<file path="src/rtl/uart_alu_interface_pkg.sv">
// Shared definitions for the UART <-> ALU glue block: state encodings,
// default widths and the ALU opcodes used to exercise it.
package uart_alu_interface_pkg;

  localparam int NB_DATA_DEF = 8;
  localparam int NB_OP_DEF   = 6;

  typedef enum logic [2:0] {
    S_WAIT_A  = 3'd0,
    S_WAIT_B  = 3'd1,
    S_WAIT_OP = 3'd2,
    S_COMPUTE = 3'd3,
    S_SEND    = 3'd4,
    S_WAIT_TX = 3'd5
  } state_t;

  localparam logic [5:0] ALU_ADD = 6'b100000;
  localparam logic [5:0] ALU_SUB = 6'b100010;
  localparam logic [5:0] ALU_AND = 6'b100100;

endpackage

</file>
<file path="src/rtl/uart_alu_interface_edge_detect_rise.sv">
// Single-bit rising-edge detector. A level already high when reset releases
// is ignored until the input has been seen low at least once.
module edge_detect_rise (
  input  logic clk,
  input  logic rst,
  input  logic din,
  output logic rise
);

  logic prev;
  logic armed;

  always_ff @(posedge clk) begin
    if (rst) begin
      prev  <= 1'b0;
      armed <= 1'b0;
    end else begin
      prev  <= din;
      armed <= armed | ~din;
    end
  end

  assign rise = din & ~prev & armed;

endmodule

</file>
<file path="src/rtl/uart_alu_interface.sv">
// Collects A, B and opcode bytes from uart_rx, feeds the ALU and hands the
// result to uart_tx. Optional inter-byte timeout: define UART_IF_TIMEOUT_EN.
module uart_alu_interface
  import uart_alu_interface_pkg::*;
#(
  parameter int NB_DATA        = NB_DATA_DEF,
  parameter int NB_OP          = NB_OP_DEF,
  parameter int TIMEOUT_CYCLES = 1000000
) (
  input  logic               i_Clock,
  input  logic               i_reset,
  input  logic               i_rx_done,
  input  logic [NB_DATA-1:0] i_rx_data,
  input  logic [NB_DATA-1:0] i_alu_result,
  input  logic               i_tx_done,
  output logic [NB_DATA-1:0] o_data_a,
  output logic [NB_DATA-1:0] o_data_b,
  output logic [NB_OP-1:0]   o_op,
  output logic               o_tx_start,
  output logic [NB_DATA-1:0] o_tx_data,
  output logic               o_busy,
  output logic [2:0]         o_state
);

  // Handshake: a byte (or tx completion) is accepted only on the 0->1 edge of
  // its strobe; holding the strobe high never yields a second event.
  // o_tx_start is a single-cycle request, o_tx_data is stable from the cycle
  // before it until the next result is loaded.
  logic rx_ev;
  logic tx_ev;
  logic timeout;

  state_t state;
  state_t state_next;

  logic [NB_DATA-1:0] a_d;
  logic [NB_DATA-1:0] b_d;
  logic [NB_OP-1:0]   op_d;
  logic [NB_DATA-1:0] tx_data_d;
  logic               tx_start_d;
  logic               busy_d;

  edge_detect_rise u_rx_edge (
    .clk  (i_Clock),
    .rst  (i_reset),
    .din  (i_rx_done),
    .rise (rx_ev)
  );

  edge_detect_rise u_tx_edge (
    .clk  (i_Clock),
    .rst  (i_reset),
    .din  (i_tx_done),
    .rise (tx_ev)
  );

`ifdef UART_IF_TIMEOUT_EN
  localparam int CNT_W = $clog2(TIMEOUT_CYCLES + 1);
  logic [CNT_W-1:0] idle_cnt;
  logic             waiting;

  assign waiting = (state == S_WAIT_B) || (state == S_WAIT_OP);
  // A byte arriving on the expiry cycle wins over the timeout.
  assign timeout = waiting && !rx_ev && (idle_cnt == CNT_W'(TIMEOUT_CYCLES));

  always_ff @(posedge i_Clock) begin
    if (i_reset || !waiting || rx_ev || timeout)
      idle_cnt <= '0;
    else
      idle_cnt <= idle_cnt + CNT_W'(1);
  end
`else
  assign timeout = 1'b0;
`endif

  always_ff @(posedge i_Clock) begin
    if (i_reset) begin
      state      <= S_WAIT_A;
      o_data_a   <= '0;
      o_data_b   <= '0;
      o_op       <= '0;
      o_tx_data  <= '0;
      o_tx_start <= 1'b0;
      o_busy     <= 1'b0;
    end else begin
      state      <= state_next;
      o_data_a   <= a_d;
      o_data_b   <= b_d;
      o_op       <= op_d;
      o_tx_data  <= tx_data_d;
      o_tx_start <= tx_start_d;
      o_busy     <= busy_d;
    end
  end

  always_comb begin
    state_next = state;
    case (state)
      S_WAIT_A:  if (rx_ev) state_next = S_WAIT_B;
      S_WAIT_B:  if (rx_ev) state_next = S_WAIT_OP;
                 else if (timeout) state_next = S_WAIT_A;
      S_WAIT_OP: if (rx_ev) state_next = S_COMPUTE;
                 else if (timeout) state_next = S_WAIT_A;
      S_COMPUTE: state_next = S_SEND;
      S_SEND:    state_next = S_WAIT_TX;
      S_WAIT_TX: if (tx_ev) state_next = S_WAIT_A;
      default:   state_next = S_WAIT_A;
    endcase
  end

  always_comb begin
    a_d        = o_data_a;
    b_d        = o_data_b;
    op_d       = o_op;
    tx_data_d  = o_tx_data;
    tx_start_d = 1'b0;
    busy_d     = o_busy;
    case (state)
      S_WAIT_A: if (rx_ev) a_d = i_rx_data;
      S_WAIT_B, S_WAIT_OP: begin
        if (rx_ev) begin
          if (state == S_WAIT_B) begin
            b_d = i_rx_data;
          end else begin
            op_d   = i_rx_data[NB_OP-1:0];
            busy_d = 1'b1;
          end
        end else if (timeout) begin
          a_d  = '0;
          b_d  = '0;
          op_d = '0;
        end
      end
      // One cycle for the combinational ALU to settle on the new operands.
      S_COMPUTE: tx_data_d = i_alu_result;
      S_SEND:    tx_start_d = 1'b1;
      S_WAIT_TX: if (tx_ev) busy_d = 1'b0;
      default: ;
    endcase
  end

  assign o_state = state;

endmodule

</file>
<file path="config.mk">
export PLATFORM = sky130hd
export DESIGN_NAME = uart_alu_interface
export DESIGN_NICKNAME = d
export VERILOG_FILES = /design/src/rtl/uart_alu_interface_pkg.sv /design/src/rtl/uart_alu_interface_edge_detect_rise.sv /design/src/rtl/uart_alu_interface.sv
export SDC_FILE = /design/constraint.sdc
export NUM_CORES = 1
export LEC_CHECK = 0
export BUFFER_PORTS_ARGS = -buffer_cell sky130_fd_sc_hd__buf_2
export CORE_ASPECT_RATIO = 0.75
export CORE_UTILIZATION = 40
export DETAILED_ROUTE_END_ITERATION = 16
export PLACE_DENSITY = 0.64
export RECOVER_POWER = 50
export SLEW_MARGIN = 20
export SYNTH_ARGS = -nofsm -noshare
export SYNTH_HDL_FRONTEND = slang
export SYNTH_HIERARCHICAL = 1
export SYNTH_SLANG_ARGS = --single-unit
</file>
<file path="constraint.sdc">
create_clock -name i_Clock -period 2 [get_ports i_Clock]
set_input_delay 0.4 -clock i_Clock [delete_from_list [all_inputs] [get_ports i_Clock]]
set_output_delay 0.4 -clock i_Clock [all_outputs]
set_load 0.005 [all_outputs]
</file>
## Word-level counts from Yosys, hierarchy flattened

Cells that the tools add are included.
Widths: inputs -> output; s select.

- Logic and storage cells: 51
- Bits of input ports: 20
- Output and inout bits: 35
- Flip-flop bits (word level): 39

- Reductions and logical operators: 8
- Bitwise operators: 11
- Multiplexer cells: 10
- Eq/ne operators: 11

Operators with widths:

| cell | count |
|---|---|
| $pmux 3 s6 | 1 |
| $mux 3 | 4 |
| $ne 2x2->1 const B | 6 |
| $reduce_and 4->1 | 2 |
| $eq 3x2->1 const B | 2 |
| $eq 3x3->1 const B | 2 |
| $reduce_and 3->1 | 2 |
| $not 1->1 | 5 |
| $and 1x1->1 | 4 |
| $mux 1 | 4 |
| $eq 3x1->1 const B | 1 |
| $logic_not 3->1 | 1 |
| $or 1x1->1 | 2 |
| $pmux 1 s2 | 1 |
| $reduce_and 2->1 | 1 |
| $reduce_bool 2->1 | 1 |
| $reduce_or 2->1 | 1 |

## Longest topological paths before layout

Gate-level depths: netlist of the first run.

- Word-level depth: 5
- Mapped depth: 6
- Mapped depth without buffers: 5

## Modules after synthesis

The synthesis of the first run kept the hierarchy.

Modules (own cells, without submodules):

| module | cells an instance | area each (um^2) | instances | seq. area each (um^2) |
|---|---|---|---|---|
| uart_alu_interface | 135 | 1345.0 | 1 | 700.7 |
| edge_detect_rise | 7 | 62.6 | 2 | 40.0 |

## Worst setup path after synthesis of the first run

No wires, ideal clock.

- Kind: input port to flip-flop
- Start: in i_rx_done
- End: reg o_data_a[1]
- Data arrival time: 1380 ps
- Setup time: 132 ps
- Setup slack: 488 ps
- Stages on the path: 6
- Required time: 1868 ps
- Path buffers: 1
- Cell sequence: nand2_1 nor2_1 or4b_4 buf_6 nand2_1 a21oi_1

- Word-level cells in the longest chain between the ends: 3

Ends and longest elaborated chain:

| what | line | text |
|---|---|---|
| start: declaration | uart_alu_interface.sv:12 | `input logic i_rx_done,` |
| $and 1x1->1 (2 in series) | uart_alu_interface_edge_detect_rise.sv:23 | `assign rise = din & ~prev & armed;` |
| named net rx_ev | uart_alu_interface.sv:29 | `logic rx_ev;` |
| $reduce_and 2->1 (no line) | n/a |  |
| end signal: assignment | uart_alu_interface.sv:79 | `o_data_a <= '0;` |
| end signal: assignment | uart_alu_interface.sv:87 | `o_data_a <= a_d;` |
| end: declaration | uart_alu_interface.sv:16 | `output logic [NB_DATA-1:0] o_data_a,` |

The timed path passes the listed nets, and every way through them passes these cells.
A chain may end at the register's enable or synchronous reset.

## Final worst setup path of the first run

- Start: reg u_rx_edge.armed
- End: reg o_op[4]

- Word-level cells in the longest chain between the ends: 2

Ends and longest elaborated chain:

| what | line | text |
|---|---|---|
| start: declaration | uart_alu_interface_edge_detect_rise.sv:11 | `logic armed;` |
| start signal: assignment | uart_alu_interface_edge_detect_rise.sv:19 | `armed <= armed \| ~din;` |
| $and 1x1->1 | uart_alu_interface_edge_detect_rise.sv:23 |  |
| named net rx_ev | uart_alu_interface.sv:29 |  |
| $reduce_and 3->1 (no line) | n/a |  |
| end signal: assignment | uart_alu_interface.sv:89 | `o_op <= op_d;` |
| end: declaration | uart_alu_interface.sv:18 | `output logic [NB_OP-1:0] o_op,` |

The timed path passes the listed nets, and every way through them passes these cells.

==> results by group, run 1 <==
Timing
  – Max-slew violation count: 40
  – Slew headroom: -0.0605
  – Max Fclk: 0.590 GHz
  – Endpoints failing setup: 0
  – Fin crit share: 0.848
  – Worst Tran Pin Value: 1590 ps
  – Final total negative setup slack: 0 ps
  – Min cycle time layout: 1700 ps
  – Skew final: 3.29 ps
  – Final hold vios: 0
  – RSZ-0062 raised after global routing: false

Synth
  – Area share of the leading cell type in the synthesized netlist: 0.531
  – Adder-cell share of the synthesized area: 0
  – Synth Area in Compound Gates: 0.0604
  – Main combinational cell family by area after synthesis: simple AND/OR/NAND/NOR gates
  – Synthesis-stage register bit count: 39
  – Ranking of synthesized cells by area: dfxtp_1, mux2i_1, nor2_1
  – Register area share after synthesis: 0.531
  – Mux share of post-synthesis cell area: 0.150
  – YS warnings: 6
  – Largest area contributor in the netlist: dfxtp_1
  – Post-Syn Nets: 169
  – Post-Syn Area: 0.00147 mm2
  – Synthesized instance count: 149
  – Simple-gate share of the synthesized area: 0.202
  – Syn_area_per_cell: 9.87 um2
  – XOR/XNOR Fraction of Synth Area: 0
  – Post-synth cell types: 22

Pwr
  – Power Dens Cells: 847 mW/mm2
  – Leak pwr: 0.783 nW
  – Worst VDD drop: 0.476 mV

Setup path
  – CP Max Fanout: 7
  – Data required time of the worst path: 2120 ps
  – Slowest CP cell: and4bb_1
  – CP top delay family: simple AND/OR/NAND/NOR gates
  – Most Frequent Cell on Critical Path: nor2_1
  – Crit end category: flip-flop
  – Critical Path Max Stage Delay: 510 ps
  – Reg2Reg Setup Slack: 300 ps
  – R2R cell count: 5
  – WP data arrival: 1810 ps
  – Cells along the critical path: nand2_1, nor2_1, and4bb_1, mux2i_1, nor2_1
  – CP Launch Type: flip-flop
  – Kind of critical path: flip-flop to flip-flop
  – R2R Path End: o_op[4]
  – Buf+Inv Stages, Crit Path: 0
  – RR Startpoint: u_rx_edge/armed

Finish
  – Fillcell total: 319
  – Area Growth Syn to Fin: 24.7%
  – Final Non-Filler Cells: 252
  – Post-layout nets: 221
  – Layout cells sized above 1: 0.208
  – Core Util, Final: 0.539
  – Antenna cells: 0

Placement
  – Post-DP HPWL: 2.29 mm
  – Global placement routability congestion: 0.729
  – PortBufs: 54
  – DP Cell Count: 244

Floorplanning
  – Die X: 72.0 um
  – Die area: 0.00392 mm2
  – Total core area: 0.00340 mm2
  – Die Y: 54.5 um
  – Initial Util: 0.432
  – # IOs: 55
  – Rows: 18

Detailed routing
  – Routed via count: 1171
  – Antenna viol nets, final: 0
  – DRT iter0 DRCs: 84
  – Wire per inst: 12.4 um
  – Via density: 4.65
  – DR DRC count: 0
  – Pre-Repair DR Iteration Count: 4
  – Routed WL: 3.14 mm

Clocking
  – Hold-fix buffers at CTS: 0
  – H-tree depth: 2
  – Clock buffer depth: 2
  – Clock Sinks: 39
  – # Post-CTS Setup Buffers: 0
  – CTS Buf Count: 5
  – CTS tree: done
  – Root buf cell: clkbuf_8
  – Post-CTS resize count: 0
  – Later-pin clock latency in the skew report: 290 ps
  – CTS clk-pin slew, worst paths: 70 ps

Global route
  – Antenna violations before repair: 0
  – Gr usage total: 0.183
  – GRT overflow: 0
  – Largest net degree at the start of global routing: 40
  – Number of global-route vias before repair: 1143
  – First-pass GRT wire length: 5.20 mm

Outcome
  – Failing checks: capacitance limit, slew limit
  – Outcome: complete, but fails checks

Hold path
  – Hold Path Class: input port to flip-flop
  – Worst hold start: i_tx_done
  – Worst Hold Depth: 2
  – Worst Hold Path EP: u_tx_edge/armed

Job
  – Max Cap Viol: 1
==> logic make-up after synthesis <==
logic type / Yosys count
buffers and inverters: 14
muxes: 22
DFF: 39
and+or+nand+nor: 58
AOI/OAI and AO/OA: 16
==> flip-flops by register name (all words and copies together), names as in the netlist <==
| register | count |
|---|---|
| o_data_a | 8 |
| u_rx_edge/prev | 1 |
| o_busy | 1 |
| o_op | 6 |
| o_tx_data | 8 |
| u_rx_edge/armed | 1 |
| u_tx_edge/prev | 1 |
| u_tx_edge/armed | 1 |
| o_state | 3 |
| o_tx_start | 1 |
| o_data_b | 8 |
==> how the worst max path moves through the flow <==
stage | from | endpoint | slack, ps | depth (start not counted)
floorplan | i_rx_done | o_data_a[1] | 490 | 6
global placement | i_rx_done | o_op[0] | 320 | 6
detailed placement | i_rx_done | o_op[4] | 150 | 6
CTS | u_rx_edge/armed | o_op[4] | 360 | 5
global route | u_rx_edge/armed | o_op[4] | 150 | 5
finish | u_rx_edge/armed | o_op[4] | 300 | 5
==> power breakdown <==
part           internal, mW  switching, mW  total [mW]
combinational        0.0359         0.0446      0.0805
clock                 0.403          0.266       0.670
sequential            0.791         0.0112       0.802
==> synth_stat cells (all sizes together) <==
| cell | number |
|---|---|
| a211oi | 1 |
| and4bb | 2 |
| nor2b | 3 |
| a21oi | 13 |
| mux2i | 22 |
| clkbuf | 4 |
| nor4b | 2 |
| dfxtp | 39 |
| inv | 3 |
| buf | 7 |
| nand2 | 20 |
| nor2 | 25 |
| and2b | 1 |
| or4b | 1 |
| or2b | 1 |
| o21bai | 1 |
| a311oi | 1 |
| nand3b | 2 |
| nor3b | 1 |
==> routing by layer <==
metal  global-route usage  part of all wire
met1                0.210              0.44
met2                0.324              0.49
met3               0.0552             0.053
met4               0.0784            0.0086
met5                    0                 0
==> stage by stage <==
stage	cell area, um2	total power [mW]	worst slack [ps]	hold slack (ps)
2_1_floorplan	1470	0.865	488	420
3_3_place_gp	1750	0.899	318	433
3_5_place_dp	1750	0.903	154	438
4_1_cts	1860	1.57	356	303
5_1_grt	1830	1.62	147	321
6_report	1830	1.55	305	313
==> layout by cell type (no fill, tap or decap), drive strengths merged <==
cell	n
dfxtp	39
buf	32
clkbuf	30
nor2	25
mux2i	22
nand2	20
a21oi	13
nor2b	3
inv	3
and4bb	2
nand3b	2
nor4b	2
or4b	1
and2b	1
nor3b	1
a311oi	1
or2b	1
a211oi	1
o21bai	1
bufinv	1
clkinv	1
==> area by class of cell <==
| class | count | area, um2 | share of cell area |
|---|---|---|---|
| tap | 50 | 62.6 | 0.0341 |
| clock buffer | 6 | 82.6 | 0.0451 |
| sequential | 39 | 781 | 0.426 |
| clock inverter | 2 | 35.0 | 0.0191 |
| inverter | 3 | 11.3 | 0.00614 |
| multi-input combinational | 96 | 606 | 0.330 |
| timing repair buffer | 56 | 255 | 0.139 |
Note: power is estimated with default switching activity, not from simulation.
==> run 2, diff against run 1 <==
clock period = 1.6 ns   (was 2 ns; I/O delays follow)
==> run 2 against run 1 <==
  * The run now ends clean
  * Die area did not move
  * Critical path depth unchanged
  * Clock power is 3% lower
  * Final cell count increased by 2.0%
  * First-iteration DRC count shrank 46%
  * Count of clock-buffer cells in the layout is the same
  * Power is 13% higher
  * Clock skew about the same
  * Wire length fell by 4.7%
  * Sequential power rose by 25%
  * Global-route usage shrank 2.0 points
==> results by group, run 2 (synthesized netlist as in run 1, its figures left out) <==
Outcome
  – Outcome: completed (was complete, but fails checks)

Setup path
  – R2R Path End: o_data_a[7] (was o_op[4])
  – Crit end category: flip-flop (unchanged)
  – CP Max Fanout: 8 (was 7)
  – R2R cell count: 5 (unchanged)
  – RR Startpoint: u_rx_edge/armed (unchanged)
  – Critical Path Max Stage Delay: 570 ps (was 510 ps)
  – Buf+Inv Stages, Crit Path: 0 (unchanged)
  – Slowest CP cell: or4b_4 (was and4bb_1)
  – Kind of critical path: flip-flop to flip-flop (unchanged)
  – Cells along the critical path: nand2_1, nor2_1, or4b_4, nand2_1, a21oi_1 (was nand2_1, nor2_1, and4bb_1, mux2i_1, nor2_1)
  – CP Launch Type: flip-flop (unchanged)
  – Data required time of the worst path: 1780 ps (was 2120 ps)
  – Most Frequent Cell on Critical Path: nand2_1 (was nor2_1)
  – Worst path depth: 5 (unchanged)
  – Reg2Reg Setup Slack: 90 ps (was 300 ps)
  – WP data arrival: 1690 ps (was 1810 ps)
  – CP top delay family: simple AND/OR/NAND/NOR gates (unchanged)

Global route
  – Antenna violations before repair: 0 (unchanged)
  – Gr usage total: 0.162 (was 0.183)
  – GRT overflow: 0 (unchanged)
  – First-pass GRT wire length: 4.59 mm (was 5.20 mm)
  – Number of global-route vias before repair: 1043 (was 1143)
  – Largest net degree at the start of global routing: 22 (was 40)

Clocking
  – CTS clk-pin slew, worst paths: 70 ps (about the same)
  – Post-CTS resize count: 0 (unchanged)
  – CTS Buf Count: 5 (unchanged)
  – Root buf cell: clkbuf_8 (unchanged)
  – CTS tree: done (unchanged)
  – H-tree depth: 2 (unchanged)
  – Clock Sinks: 39 (unchanged)
  – Clock buffer depth: 2 (unchanged)
  – Later-pin clock latency in the skew report: 290 ps (about the same)

Finish
  – Post-layout nets: 227 (was 221)
  – Commonest non-fill, non-tap cell in the layout: dfxtp_1 (unchanged)
  – Area Growth Syn to Fin: 26.2% (was 24.7%)
  – Final Non-Filler Cells: 257 (was 252)
  – Area of the multi-input gates: 606 um2 (unchanged)
  – Most frequent cells in the layout: dfxtp_1, buf_2, nor2_1, mux2i_1, nand2_1 (was dfxtp_1, buf_2, nor2_1, clkbuf_1, mux2i_1)
  – Fillcell total: 336 (was 319)
  – Antenna cells: 0 (unchanged)
  – Register Area: 781 um2 (unchanged)
  – Layout cells sized above 1: 0.256 (was 0.208)
  – Biggest regs: o_data_a x8, o_data_b x8, o_tx_data x8 (unchanged)

Placement
  – PortBufs: 54 (unchanged)
  – Post-DP HPWL: 2.24 mm (was 2.29 mm)
  – Global placement routability congestion: 0.762 (was 0.729)
  – DP Cell Count: 249 (was 244)

Floorplanning
  – # IOs: 55 (unchanged)
  – Total core area: 0.00340 mm2 (unchanged)
  – Die X: 72.0 um (unchanged)
  – Die Y: 54.5 um (unchanged)
  – Rows: 18 (unchanged)
  – Die area: 0.00392 mm2 (unchanged)
  – Initial Util: 0.432 (unchanged)

Job
  – Max Cap Viol: 0 (was 1)

Timing
  – Max Fclk: 0.662 GHz (was 0.590 GHz)
  – Slew headroom: 0.723 (was -0.0605)
  – RSZ-0062 raised after global routing: false (unchanged)
  – Worst Tran Pin Value: 415 ps (was 1590 ps)
  – Fin crit share: 0.944 (was 0.848)
  – Endpoints failing setup: 0 (unchanged)
  – Max-slew violation count: 0 (was 40)
  – Final total negative setup slack: 0 ps (unchanged)
  – Skew final: 2.95 ps (was 3.29 ps)
  – Final hold vios: 0 (unchanged)
  – Min cycle time layout: 1510 ps (was 1700 ps)

Pwr
  – Sw Share: 0.218 (was 0.207)
  – Worst VDD drop: 0.605 mV (was 0.476 mV)
  – Leak pwr: 0.823 nW (was 0.783 nW)
  – Sw Pwr: 0.384 mW (was 0.322 mW)
  – Sequential Power Share: 0.570 (was 0.517)
  – Internal power: 1.38 mW (was 1.23 mW)
  – Power Dens Cells: 949 mW/mm2 (was 847 mW/mm2)
  – Clock network power share: 0.370 (was 0.431)
  – Comb pwr share: 0.060 (was 0.052)

Detailed routing
  – Pre-Repair DR Iteration Count: 4 (unchanged)
  – Routed WL: 2.99 mm (was 3.14 mm)
  – DRT iter0 DRCs: 45 (was 84)
  – DR DRC count: 0 (unchanged)
  – Routed via count: 1183 (was 1171)
  – Via density: 4.60 (was 4.65)
  – Antenna viol nets, final: 0 (unchanged)
  – Wire per inst: 11.6 um (was 12.4 um)

Hold path
  – Worst Hold Depth: 2 (unchanged)
  – Worst hold start: i_rx_done (was i_tx_done)
  – Worst Hold Path EP: u_rx_edge/armed (was u_tx_edge/armed)
  – Hold Path Class: input port to flip-flop (unchanged)
run 2: per-layer routing:
metal / GRT usage / wire (um)
met5: 0 / 0
met4: 0.105 / 69
met3: 0.0516 / 142
met2: 0.266 / 1370
met1: 0.188 / 1410
run 2: timing repair:
item	CTS	global route
hold buffers	0	0
buffers inserted	0	1
endpoints found under the setup margin	0	2
run 2: area by class of cell:
type,instances,area share
Tap cell,50,0.0337
Multi-Input combinational cell,96,0.326
Sequential cell,39,0.421
Timing Repair Buffer,62,0.166
Clock inverter,1,0.00270
Clock buffer,6,0.0445
Inverter,3,0.00607
run 2: worst max path at each step:
stage | startpoint | end | slack [ps]
2_1_floorplan | i_rx_done | o_data_a[1] | 170
3_3_place_gp | i_rx_done | o_data_a[5] | 40
3_5_place_dp | i_rx_done | o_data_a[7] | 6
4_1_cts | u_rx_edge/armed | o_data_a[7] | 110
5_1_grt | u_rx_edge/armed | o_data_a[7] | 5
6_report | u_rx_edge/armed | o_data_a[7] | 90
run 2: power groups by stage:
stage                     clock, mW  combinational [mW]  sequential (mW)
after floorplan                   0              0.0604             1.02
after global placement            0               0.103             1.02
after detailed placement          0               0.106             1.02
after CTS                     0.680               0.106             1.00
after global routing          0.715               0.118             1.00
final                         0.652               0.106             1.00
run 2: stage by stage:
stage          worst slack (ps)  cell area (um2)  utilization  total power [mW]  hold WS [ps]
4_1_cts                     105             1870        0.550              1.79           223
6_report                   88.8             1860        0.546              1.76           230
5_1_grt                    5.10             1860        0.546              1.84           223
3_5_place_dp               5.69             1780        0.524              1.13           441
3_3_place_gp               43.9             1780        0.524              1.13           433
2_1_floorplan               168             1470            -              1.08           389
